===== src/rtl/instr_fetch_stage.sv =====
`default_nettype none
// +------------------------------------------------------------------------+
// | Module      : instr_fetch_stage                                        |
// | Description : PC, host-loadable instruction memory and IF/ID register  |
// |               with stall, jump redirect and optional end-of-memory     |
// |               halt (IFETCH_HALT_EN).                                   |
// | Revision    : 1.0 - initial release                                    |
// +------------------------------------------------------------------------+
module instr_fetch_stage #(
    parameter int PC_W    = 4,
    parameter int INSTR_W = 8
) (
    input  logic               clk,
    input  logic               reset,
    input  logic               stall,
    input  logic               jump_en,
    input  logic [PC_W-1:0]    jump_target,
    input  logic               imem_we,
    input  logic [PC_W-1:0]    imem_waddr,
    input  logic [INSTR_W-1:0] imem_wdata,
    output logic [PC_W-1:0]    pc,
    output logic [INSTR_W-1:0] if_id_instr,
    output logic [PC_W-1:0]    if_id_pc,
    output logic               if_id_valid,
    output logic               halted
);

    localparam int                 c_DEPTH  = 1 << PC_W;
    localparam logic [PC_W-1:0]    c_PC_MAX = {PC_W{1'b1}};
    localparam logic [PC_W-1:0]    c_PC_ONE = {{(PC_W-1){1'b0}}, 1'b1};
    localparam logic [INSTR_W-1:0] c_BUBBLE = '0;

    logic [INSTR_W-1:0] r_mem [0:c_DEPTH-1];
    logic [PC_W-1:0]    r_pc;
    logic [INSTR_W-1:0] r_if_id_instr;
    logic [PC_W-1:0]    r_if_id_pc;
    logic               r_if_id_valid;
    logic [INSTR_W-1:0] w_fetch_word;
    logic               w_halted;
    logic               w_stop_at_end;

    // Host load port; contents survive reset and ignore pipeline control.
    always_ff @(posedge clk) begin
        if (imem_we) begin
            r_mem[imem_waddr] <= imem_wdata;
        end
    end

    // Read uses the pre-edge array, so a same-edge write is seen next fetch.
    assign w_fetch_word = r_mem[r_pc];

`ifdef IFETCH_HALT_EN
    logic r_halted;

    assign w_stop_at_end = (r_pc == c_PC_MAX);
    assign w_halted      = r_halted;

    always_ff @(posedge clk) begin
        if (reset) begin
            r_halted <= 1'b0;
        end else if (jump_en) begin
            r_halted <= 1'b0;
        end else if (!stall && !r_halted && w_stop_at_end) begin
            r_halted <= 1'b1;
        end
    end
`else
    assign w_stop_at_end = 1'b0;
    assign w_halted      = 1'b0;
`endif

    always_ff @(posedge clk) begin
        if (reset) begin
            r_pc          <= '0;
            r_if_id_instr <= c_BUBBLE;
            r_if_id_pc    <= '0;
            r_if_id_valid <= 1'b0;
        end else if (jump_en) begin
            r_pc          <= jump_target;
            r_if_id_instr <= c_BUBBLE;
            r_if_id_valid <= 1'b0;
        end else if (stall) begin
            r_pc          <= r_pc;
        end else if (w_halted) begin
            r_if_id_instr <= c_BUBBLE;
            r_if_id_valid <= 1'b0;
        end else begin
            r_if_id_instr <= w_fetch_word;
            r_if_id_pc    <= r_pc;
            r_if_id_valid <= 1'b1;
            // With halt enabled the last word is delivered but PC parks there.
            r_pc          <= w_stop_at_end ? r_pc : r_pc + c_PC_ONE;
        end
    end

    assign pc          = r_pc;
    assign if_id_instr = r_if_id_instr;
    assign if_id_pc    = r_if_id_pc;
    assign if_id_valid = r_if_id_valid;
    assign halted      = w_halted;

endmodule
`default_nettype wire


===== config.mk =====
export PLATFORM = sky130hd
export DESIGN_NAME = instr_fetch_stage
export DESIGN_NICKNAME = d
export VERILOG_FILES = /design/src/rtl/instr_fetch_stage.sv
export SDC_FILE = /design/constraint.sdc
export NUM_CORES = 1
export LEC_CHECK = 0
export CAP_MARGIN = 30
export CORE_ASPECT_RATIO = 2
export CORE_MARGIN = 2
export CORE_UTILIZATION = 35
export CTS_BUF_LIST = sky130_fd_sc_hd__clkbuf_16
export DETAILED_ROUTE_END_ITERATION = 8
export PLACE_DENSITY_LB_ADDON = 0.12
export SYNTH_ARGS = -nofsm -noshare
export SYNTH_HDL_FRONTEND = slang
export SYNTH_SLANG_ARGS = --single-unit

===== constraint.sdc =====
create_clock -name clk -period 2.2 [get_ports clk]
set_clock_uncertainty 0.1 [all_clocks]
set_input_delay 0.44 -clock clk [delete_from_list [all_inputs] [get_ports clk]]
set_output_delay 0.44 -clock clk [all_outputs]
set_load 0.05 [all_outputs]

==> results_dict.tcl, run 1 <==
set metrics [dict create \
    status "finished clean" \
    synth_cell_types 36 \
    fin_ws_ns 0.0651 \
    ir_drop_mv 0.506 \
    io_pins 39 \
    yosys.area.top_type "edfxtp_1" \
    p_clk_share_pct 43.2 \
    yosysWarningCount 0 \
    cap_violations 0 \
    worst_pin_slew_ns 0.705 \
    grt_max_degree 19 \
    p_total_mw 6.31 \
    synthTopCellsByArea "edfxtp_1 67%, mux4_2 9.1%, dfxtp_1 6.0%" \
    pre_cts_slack_ns 0.0671 \
    first_global_vias 3338 \
    drive_above_1_share_pct 26.8 \
    ys_ff_latch 145 \
    cp.arrival_ns 1.59 \
    combPwrFrac_pct 7.6 \
    synth_edf_count 128 \
    initial_core_util_pct 35.4 \
    final_util_pct 44.3 \
    power_frac_seq_pct 49.2 \
    row_count 66 \
    drv_slew 0 \
    p_int_mw 4.92 \
    finalNetCount 408 \
    synthTopCellsByCount "128 x edfxtp_1, 27 x mux2i_1, 23 x mux4_2" \
    grt.total_usage_pct 15.9 \
    critPathMaxFanout 2 \
    via_count 3001 \
    viasPerCell 4.98 \
    rsz0062_at_grt "false" \
    numPortBuffers 37 \
    crit_buf_inv 1 \
    grt_overflow 0 \
    clock-sinks 145 \
    num-fill-cells 1416 \
    drt_pass1_iterations 4 \
    dr.first_iter.drc_count 206 \
    switchingPower_mw 1.39 \
    cts.htree.levels 4 \
    grt_pass1_wl_mm 19.5 \
    dieArea_sq_um 17400 \
    critical_path.top_delay_family "buffers and inverters" \
    die_w_microns 94.2 \
    synthCells 307 \
    grt_antenna_before_repair 0 \
    fin_cells 603 \
    hold_viol_final 0 \
    dp_hpwl_mm 8.79 \
    cp.required_ns 1.66 \
    netSwitchingFraction_pct 22.1 \
    ys.flop_type "edfxtp_1" \
    core_area_sq_um 16100 \
    syn_to_final_growth_pct 25.3 \
    cp-start-kind "register" \
    synth_area_sq_um 5700 \
    dp.cells 571 \
    path_cells "clkdlybuf4s50_1" \
    cts-root-buf "clkbuf_16" \
    async_flop_share_pct 0 \
    endpoint_kind "output port" \
    worst_path_max_delay_cell "clkdlybuf4s50_1" \
    syn-num-nets 329 \
    critPathMaxStageDelay_ns 0.84 \
    synth_top_area_share_pct 67.5 \
    regArea_sq_um 4190 \
    multi_input_area_sq_um 1380 \
    avgRoutedWirePerCell_microns 21.0 \
    ant_nets 0 \
    setup_viol 0 \
    period_share_pct 97.0 \
    die_h_microns 184 \
    clk_pin_slew_ns 0.06 \
    max-slew-margin-rel_pct 52.8 \
    clock_tree.buffer_depth 2 \
    min_period_ns 2.13 \
    hold_buffers 0 \
    tritoncts.num_buffers 17 \
    gp_congestion 0.751 \
    p_leak_nw 2.37 \
    max_freq_mhz 468 \
    cts_tree "built" \
    synth.most_common_cell "edfxtp_1" \
    finalSetupTns_ns 0 \
    wirelength_mm 12.6 \
    crit_type "reg -> out" \
    clk_latency_ns 0.41 \
    synth.yosys.seq_area_share_pct 73.5 \
    power.density_nw_per_um2 884 \
    hold_class "reg -> reg" \
    avgSynthCellArea_sq_um 18.6 \
    antenna_cells 0 \
    drc_errors 0 \
]
[power groups by stage]
| stage | clock network (mW) | logic [mW] | registers [mW] |
|---|---|---|---|
| after floorplan | 0 | 0.230 | 3.19 |
| after global placement | 0 | 0.482 | 3.16 |
| after detailed placement | 0 | 0.491 | 3.16 |
| after CTS | 2.78 | 0.490 | 3.11 |
| after global routing | 2.91 | 0.513 | 3.11 |
| final | 2.73 | 0.480 | 3.10 |
[stage by stage]
step | area [sq um] | hold slack, ns
2_1_floorplan | 5700 | 0.439
3_3_place_gp | 6560 | 0.344
4_1_cts | 7140 | 0.361
5_1_grt | 7140 | 0.389
6_report | 7140 | 0.356
3_5_place_dp | 6560 | 0.348
[routing by layer]
layer / part of all wire (%) / global-route usage [%]
met2: 57 / 29.2
met4: 1.1 / 5.04
met3: 3.6 / 3.39
met5: 0 / 0
met1: 39 / 18.1
[layout make-up]
class,instances,area share (%)
clock buffers,20,7.01
clock inverters,12,1.07
inverters,1,0.0526
multi-input cells,144,19.3
flip-flops and latches,145,58.7
well taps,204,3.58
repair buffers,77,10.3
[repair_timing]
| action | in CTS | in global routing |
|---|---|---|
| resized for setup | 2 | 1 |
| setup endpoints to repair | 2 | 2 |
| buffers inserted | 0 | 0 |
| gates cloned | 0 | 0 |
[sequential cells by signal, indices dropped and copies added, names as in the netlist]
| name | cells |
|---|---|
| if_id_instr | 8 |
| if_id_pc | 4 |
| if_id_valid | 1 |
| pc | 4 |
| r_mem | 128 |
[worst min-delay path: cells and delay by family (launching register included)]
family	cells	cell delay (ns)
buffers and inverters	1	0.05
DFF	1	0.31
AOI/OAI and AO/OA	1	0.05
[logic make-up after synthesis]
family,after synthesis,synth area share (%)
flops,145,73.5
buf+inv,18,2.37
mux,50,13.8
simple gates,52,4.37
fa+ha+maj,1,0.220
other cells,1,0.0658
xor+xnor,3,0.461
compound gates,37,5.21
[cell usage in the layout (no fill, tap or decap), drive strengths merged, types with 2 or more instances in the layout]
cell and n:
edfxtp 128, buf 43, clkdlybuf4s50 33, mux2i 27
mux4 23, nor2 20, clkbuf 20, dfxtp 17
nand2 13, o21ai 11, a221oi 8, a21oi 7
o211ai 7, inv 7, clkinv 6, nor3 5
nand2b 3, nor2b 3, nand3b 2, a211oi 2
xnor2 2
[path summary, 6_finish.rpt]
check	start	to	slack, ns	cells past startpoint
min	if_id_valid	if_id_valid	0.36	2
min reg2reg	if_id_valid	if_id_valid	0.36	2
max reg2reg	pc[0]	if_id_instr[5]	0.33	6
max	if_id_instr[5]	if_id_instr[5]	0.07	1
(Power assumes the default switching activity.)
==> run 2, diff against run 1 <==
--- a/config.mk
+++ b/config.mk
@@ -11,6 +11,7 @@
 export CORE_UTILIZATION = 35
 export CTS_BUF_LIST = sky130_fd_sc_hd__clkbuf_16
 export DETAILED_ROUTE_END_ITERATION = 8
+export GPL_ROUTABILITY_DRIVEN = 0
 export PLACE_DENSITY_LB_ADDON = 0.12
 export SYNTH_ARGS = -nofsm -noshare
 export SYNTH_HDL_FRONTEND = slang
==> results of run 2 <==
No change in the layout: final DEF, timing and power equal those of run 1.
==> RTL edit 1, RTL diff (flow settings as in run 2) <==
Change the parameter `INSTR_W` from 8 to 7.
--- a/src/rtl/instr_fetch_stage.sv
+++ b/src/rtl/instr_fetch_stage.sv
@@ -8,7 +8,7 @@
 // +------------------------------------------------------------------------+
 module instr_fetch_stage #(
     parameter int PC_W    = 4,
-    parameter int INSTR_W = 8
+    parameter int INSTR_W = 7
 ) (
     input  logic               clk,
     input  logic               reset,
Interface: changed (resized if_id_instr and imem_wdata); port bits go from 39 to 37. The function was not compared with the original's and may differ.
==> RTL edit 1 against run 2 <==
  * Total power decreased by 4.4%
  * Wire length down 16%
  * Worst setup slack gained 0.032 ns
  * Design area is 9.7% lower
  * Sequential cell count shrank 17
  * Sequential share of layout area down 1.5 points
  * Synthesized area shrank 11%
  * Critical path depth stayed put
  * Largest power group is now clock
  * Highest routed layer unchanged
==> RTL edit 1: results <==
set metrics [dict create \
    grt_use_met2_pct 28.3 \
    wl_met1_um 3720 \
    dp_slack_ns -0.0400 \
    wl_um 10700 \
    globalRouteMet3Util_pct 3.42 \
    syn_nets 295 \
    synth_area_leaders "edfxtp_1, dfxtp_1, mux4_2" \
    grt_max_degree 28 \
    clock_power_w 0.00289 \
    nets 370 \
    startpoint "if_id_instr[0]$_SDFFE_PP0N_" \
    routedWlPerCell_um 19.3 \
    layout-drive-gt1-share_pct 22.7 \
    max-vdd-ir-drop_v 0.000467 \
    status "complete, no violations" \
    met1_usage_pct 14.9 \
    track_usage_pct 15.0 \
    dp.cells 522 \
    synthTopCellsByCount "edfxtp_1, mux2i_1, nor2_1" \
    drtIter0Drc 123 \
    grt_pass1_vias 2787 \
    final.fill_count 1297 \
    synth_cells 274 \
    p_int_w 0.00477 \
    dp_hpwl_um 7640 \
    route.met2.wl_um 6510 \
    synth_xor_area_share_pct 0.518 \
    crit_arrival_ns 1.56 \
    seqPwrFrac_pct 45.2 \
    synth-edff-count 112 \
    avgViaCountPerCell 4.81 \
    slowest_delay_ns 0.82 \
    die_x_um 89.1 \
    synth_fa_ha_area_share_pct 0.247 \
    largest_reg_flops 112 \
    synth-compound-area-share_pct 3.82 \
    tightestPinTransition_ns 0.579 \
]
RTL edit 1: cell types whose count changed in the layout (fill, tap and decap cells not counted), sizes merged, moves of 2 or more:
cell           delta
clkbuf            -3
mux2i             -4
inv               -4
buf               -4
bufinv            +4
clkdlybuf4s50     -2
nor2b             -2
a221oi            -2
clkinvlp          +3
edfxtp           -16
RTL edit 1: per-stage QoR:
stage	hold WS, ns	power (W)	utilization (%)	instance area [sq um]
finish	0.352	0.00603	45.1	6440
floorplan	0.439	0.00302	-	5070
detailed placement	0.346	0.00320	40.8	5820
global route	0.374	0.00623	45.1	6440
CTS	0.357	0.00611	45.1	6440
global placement	0.342	0.00320	40.8	5820
RTL edit 1: logic make-up after synthesis:
kind of cell	count (synthesis)
flip-flops	128
multiplexers	45
other	1
XOR/XNOR	3
buffers and inverters	16
AO/OA/AOI/OAI	30
AND/OR/NAND/NOR	50
adder cells (fa/ha/maj)	1
RTL edit 1: layout make-up:
| class | count | area [sq um] | area share (%) |
|---|---|---|---|
| Clock inverter | 15 | 194 | 3.01 |
| Clock buffer | 17 | 425 | 6.60 |
| Multi-Input combinational cell | 130 | 1230 | 19.1 |
| Timing Repair Buffer | 71 | 662 | 10.3 |
| Tap cell | 192 | 240 | 3.73 |
| Sequential cell | 128 | 3680 | 57.2 |
| Inverter | 1 | 3.75 | 0.0583 |
RTL edit 1: final timing paths:
check                           slack [ns]                          end  depth (start not counted)
worst max-delay path                   0.1               if_id_instr[0]                          1
worst min-delay path                  0.35     if_id_valid$_SDFFE_PP0N_                          2
worst max register to register        0.25  if_id_instr[1]$_SDFFE_PP0N_                          4
worst min register to register        0.35     if_id_valid$_SDFFE_PP0N_                          2
RTL edit 1: timing repair:
action	CTS	global route
setup endpoints to repair	1	0
buffers inserted	0	0
resized for setup	1	0
==> RTL edit 2, RTL diff (settings of run 2) <==
Without the edit above. Register the input `jump_target` before use, cleared by the reset. The logic sees it one clock later. The other inputs are not delayed to match.
--- a/src/rtl/instr_fetch_stage.sv
+++ b/src/rtl/instr_fetch_stage.sv
@@ -29,6 +29,16 @@
     localparam logic [PC_W-1:0]    c_PC_MAX = {PC_W{1'b1}};
     localparam logic [PC_W-1:0]    c_PC_ONE = {{(PC_W-1){1'b0}}, 1'b1};
     localparam logic [INSTR_W-1:0] c_BUBBLE = '0;
+
+    logic [PC_W-1:0] jump_target_q;
+
+    always_ff @(posedge clk) begin
+        if (reset) begin
+            jump_target_q <= '0;
+        end else begin
+            jump_target_q <= jump_target;
+        end
+    end
 
     logic [INSTR_W-1:0] r_mem [0:c_DEPTH-1];
     logic [PC_W-1:0]    r_pc;
@@ -76,7 +86,7 @@
             r_if_id_pc    <= '0;
             r_if_id_valid <= 1'b0;
         end else if (jump_en) begin
-            r_pc          <= jump_target;
+            r_pc          <= jump_target_q;
             r_if_id_instr <= c_BUBBLE;
             r_if_id_valid <= 1'b0;
         end else if (stall) begin
Function: changed (a bounded check fails within 4 cycles, from zero or initial values and one cycle with reset high).
==> RTL edit 2 against run 2 <==
  * Clock power grew 7%
  * Total power increased by 2.8%
  * Worst setup slack improved by 0.023 ns
  * Sequential cell count is 4 higher
  * Design area rose by 1.2%
  * Global-route usage about the same
  * Wire length grew 1.8%
  * Synthesized area up 1.4%
  * Combinational power is 12% lower
==> RTL edit 2: results <==
set metrics [dict create \
    p_leak_nw 2.40 \
    dp.cells 574 \
    synth_top_cell_area_share_pct 66.6 \
    drtIter0Drc 184 \
    dp_slack_ns 0.0221 \
    wl_met3_um 462 \
    hold_class "register to register" \
    path_clk_slew_ns 0.06 \
    tightestPinTransition_ns 0.915 \
    cts_setup_buffers 0 \
    ys_warn_count 0 \
    grt_max_degree 36 \
    p_sw_w 0.00131 \
    synth_fa_ha_area_share_pct 0.217 \
    clock_latency_ns 0.42 \
    nets 411 \
    wl_met1_um 4440 \
    cts-buffers-inserted 17 \
    layout-drive-gt1-share_pct 22.3 \
    wl_um 12900 \
    ys_types 35 \
    cp_slowest_cell "clkdlybuf4s50_1" \
    muxShareOfSynthArea_pct 14.7 \
    crit_arrival_ns 1.57 \
    synthTopCellsByCount "edfxtp_1, dfxtp_1, mux2i_1" \
    crit_fanout 2 \
    top_register "r_mem" \
    globalRouteMet3Util_pct 3.52 \
    root_buffer "clkbuf_16" \
    synth_area_leaders "edfxtp_1, dfxtp_1, mux4_2" \
    met1_usage_pct 15.4 \
    clock_path_buffers 2 \
    track_usage_pct 15.9 \
    slowest_delay_ns 0.81 \
    antenna_found_initial 0 \
    grt_use_met2_pct 31.3 \
    cts_max_level 4 \
    status "complete, no violations" \
    syn_area_per_cell_sq_um 18.3 \
    seq_area_frac_synth_pct 73.8 \
    synth_xor_area_share_pct 0.455 \
    finalNonFillerCells 604 \
    place_area_sq_um 6630 \
    routed.top_layer "met4" \
    async_flop_share_pct 0 \
    grt_pass1_vias 3170 \
    syn_nets 338 \
    final.fill_count 1445 \
    dp_hpwl_um 9180 \
    avgViaCountPerCell 4.98 \
    max-vdd-ir-drop_v 0.000441 \
    cts_resized 1 \
    final_common_cell "edfxtp_1" \
    port_buffers 37 \
    synth-compound-area-share_pct 4.14 \
    grt_pass1_wl_um 19300 \
    route.met2.wl_um 7750 \
]
## RTL edit 2: changes by cell type after synthesis, moves of 3 or more
| cell | run 2 | this run |
|---|---|---|
| o21ai_1 | 7 | 0 |
| mux4_1 | 0 | 8 |
| dfxtp_1 | 17 | 21 |
| a221oi_2 | 8 | 0 |
| mux2i_1 | 27 | 21 |
| mux2_2 | 0 | 8 |
| nor2b_1 | 3 | 6 |
| mux4_2 | 23 | 15 |
| a22oi_1 | 0 | 16 |
| clkbuf_1 | 1 | 5 |
| buf_6 | 5 | 1 |
## RTL edit 2: power by group through the flow
stage	combinational, W	clock (W)	sequential [W]
finish	0.000424	0.00291	0.00315
global route	0.000456	0.00309	0.00316
floorplan	0.000182	0	0.00325
global placement	0.000431	0	0.00321
CTS	0.000435	0.00297	0.00315
detailed placement	0.000435	0	0.00321
## RTL edit 2: path summary, 6_finish.rpt
kind	slack [ns]	cells after the start	from	endpoint
worst min-delay path	0.36	2	if_id_valid$_SDFFE_PP0N_	if_id_valid$_SDFFE_PP0N_
worst min register to register	0.36	2	if_id_valid$_SDFFE_PP0N_	if_id_valid$_SDFFE_PP0N_
worst max-delay path	0.09	1	if_id_instr[4]$_SDFFE_PP0N_	if_id_instr[4]
worst max register to register	0.15	5	pc[1]$_SDFFE_PP0P_	if_id_instr[3]$_SDFFE_PP0N_
## RTL edit 2: area by class of cell
type	count	area [sq um]	area share, %
repair buffers	72	692	9.58
inverters	1	3.75	0.0520
clock inverters	13	168	2.32
flip-flops and latches	149	4270	59.1
clock buffers	17	425	5.89
multi-input cells	148	1410	19.6
well taps	204	255	3.53
## RTL edit 2: kinds of logic after synthesis
family | Yosys count
compound gates | 35
xor+xnor | 3
fa+ha+maj | 1
buf+inv | 19
flops | 149
mux | 52
other cells | 1
simple gates | 56
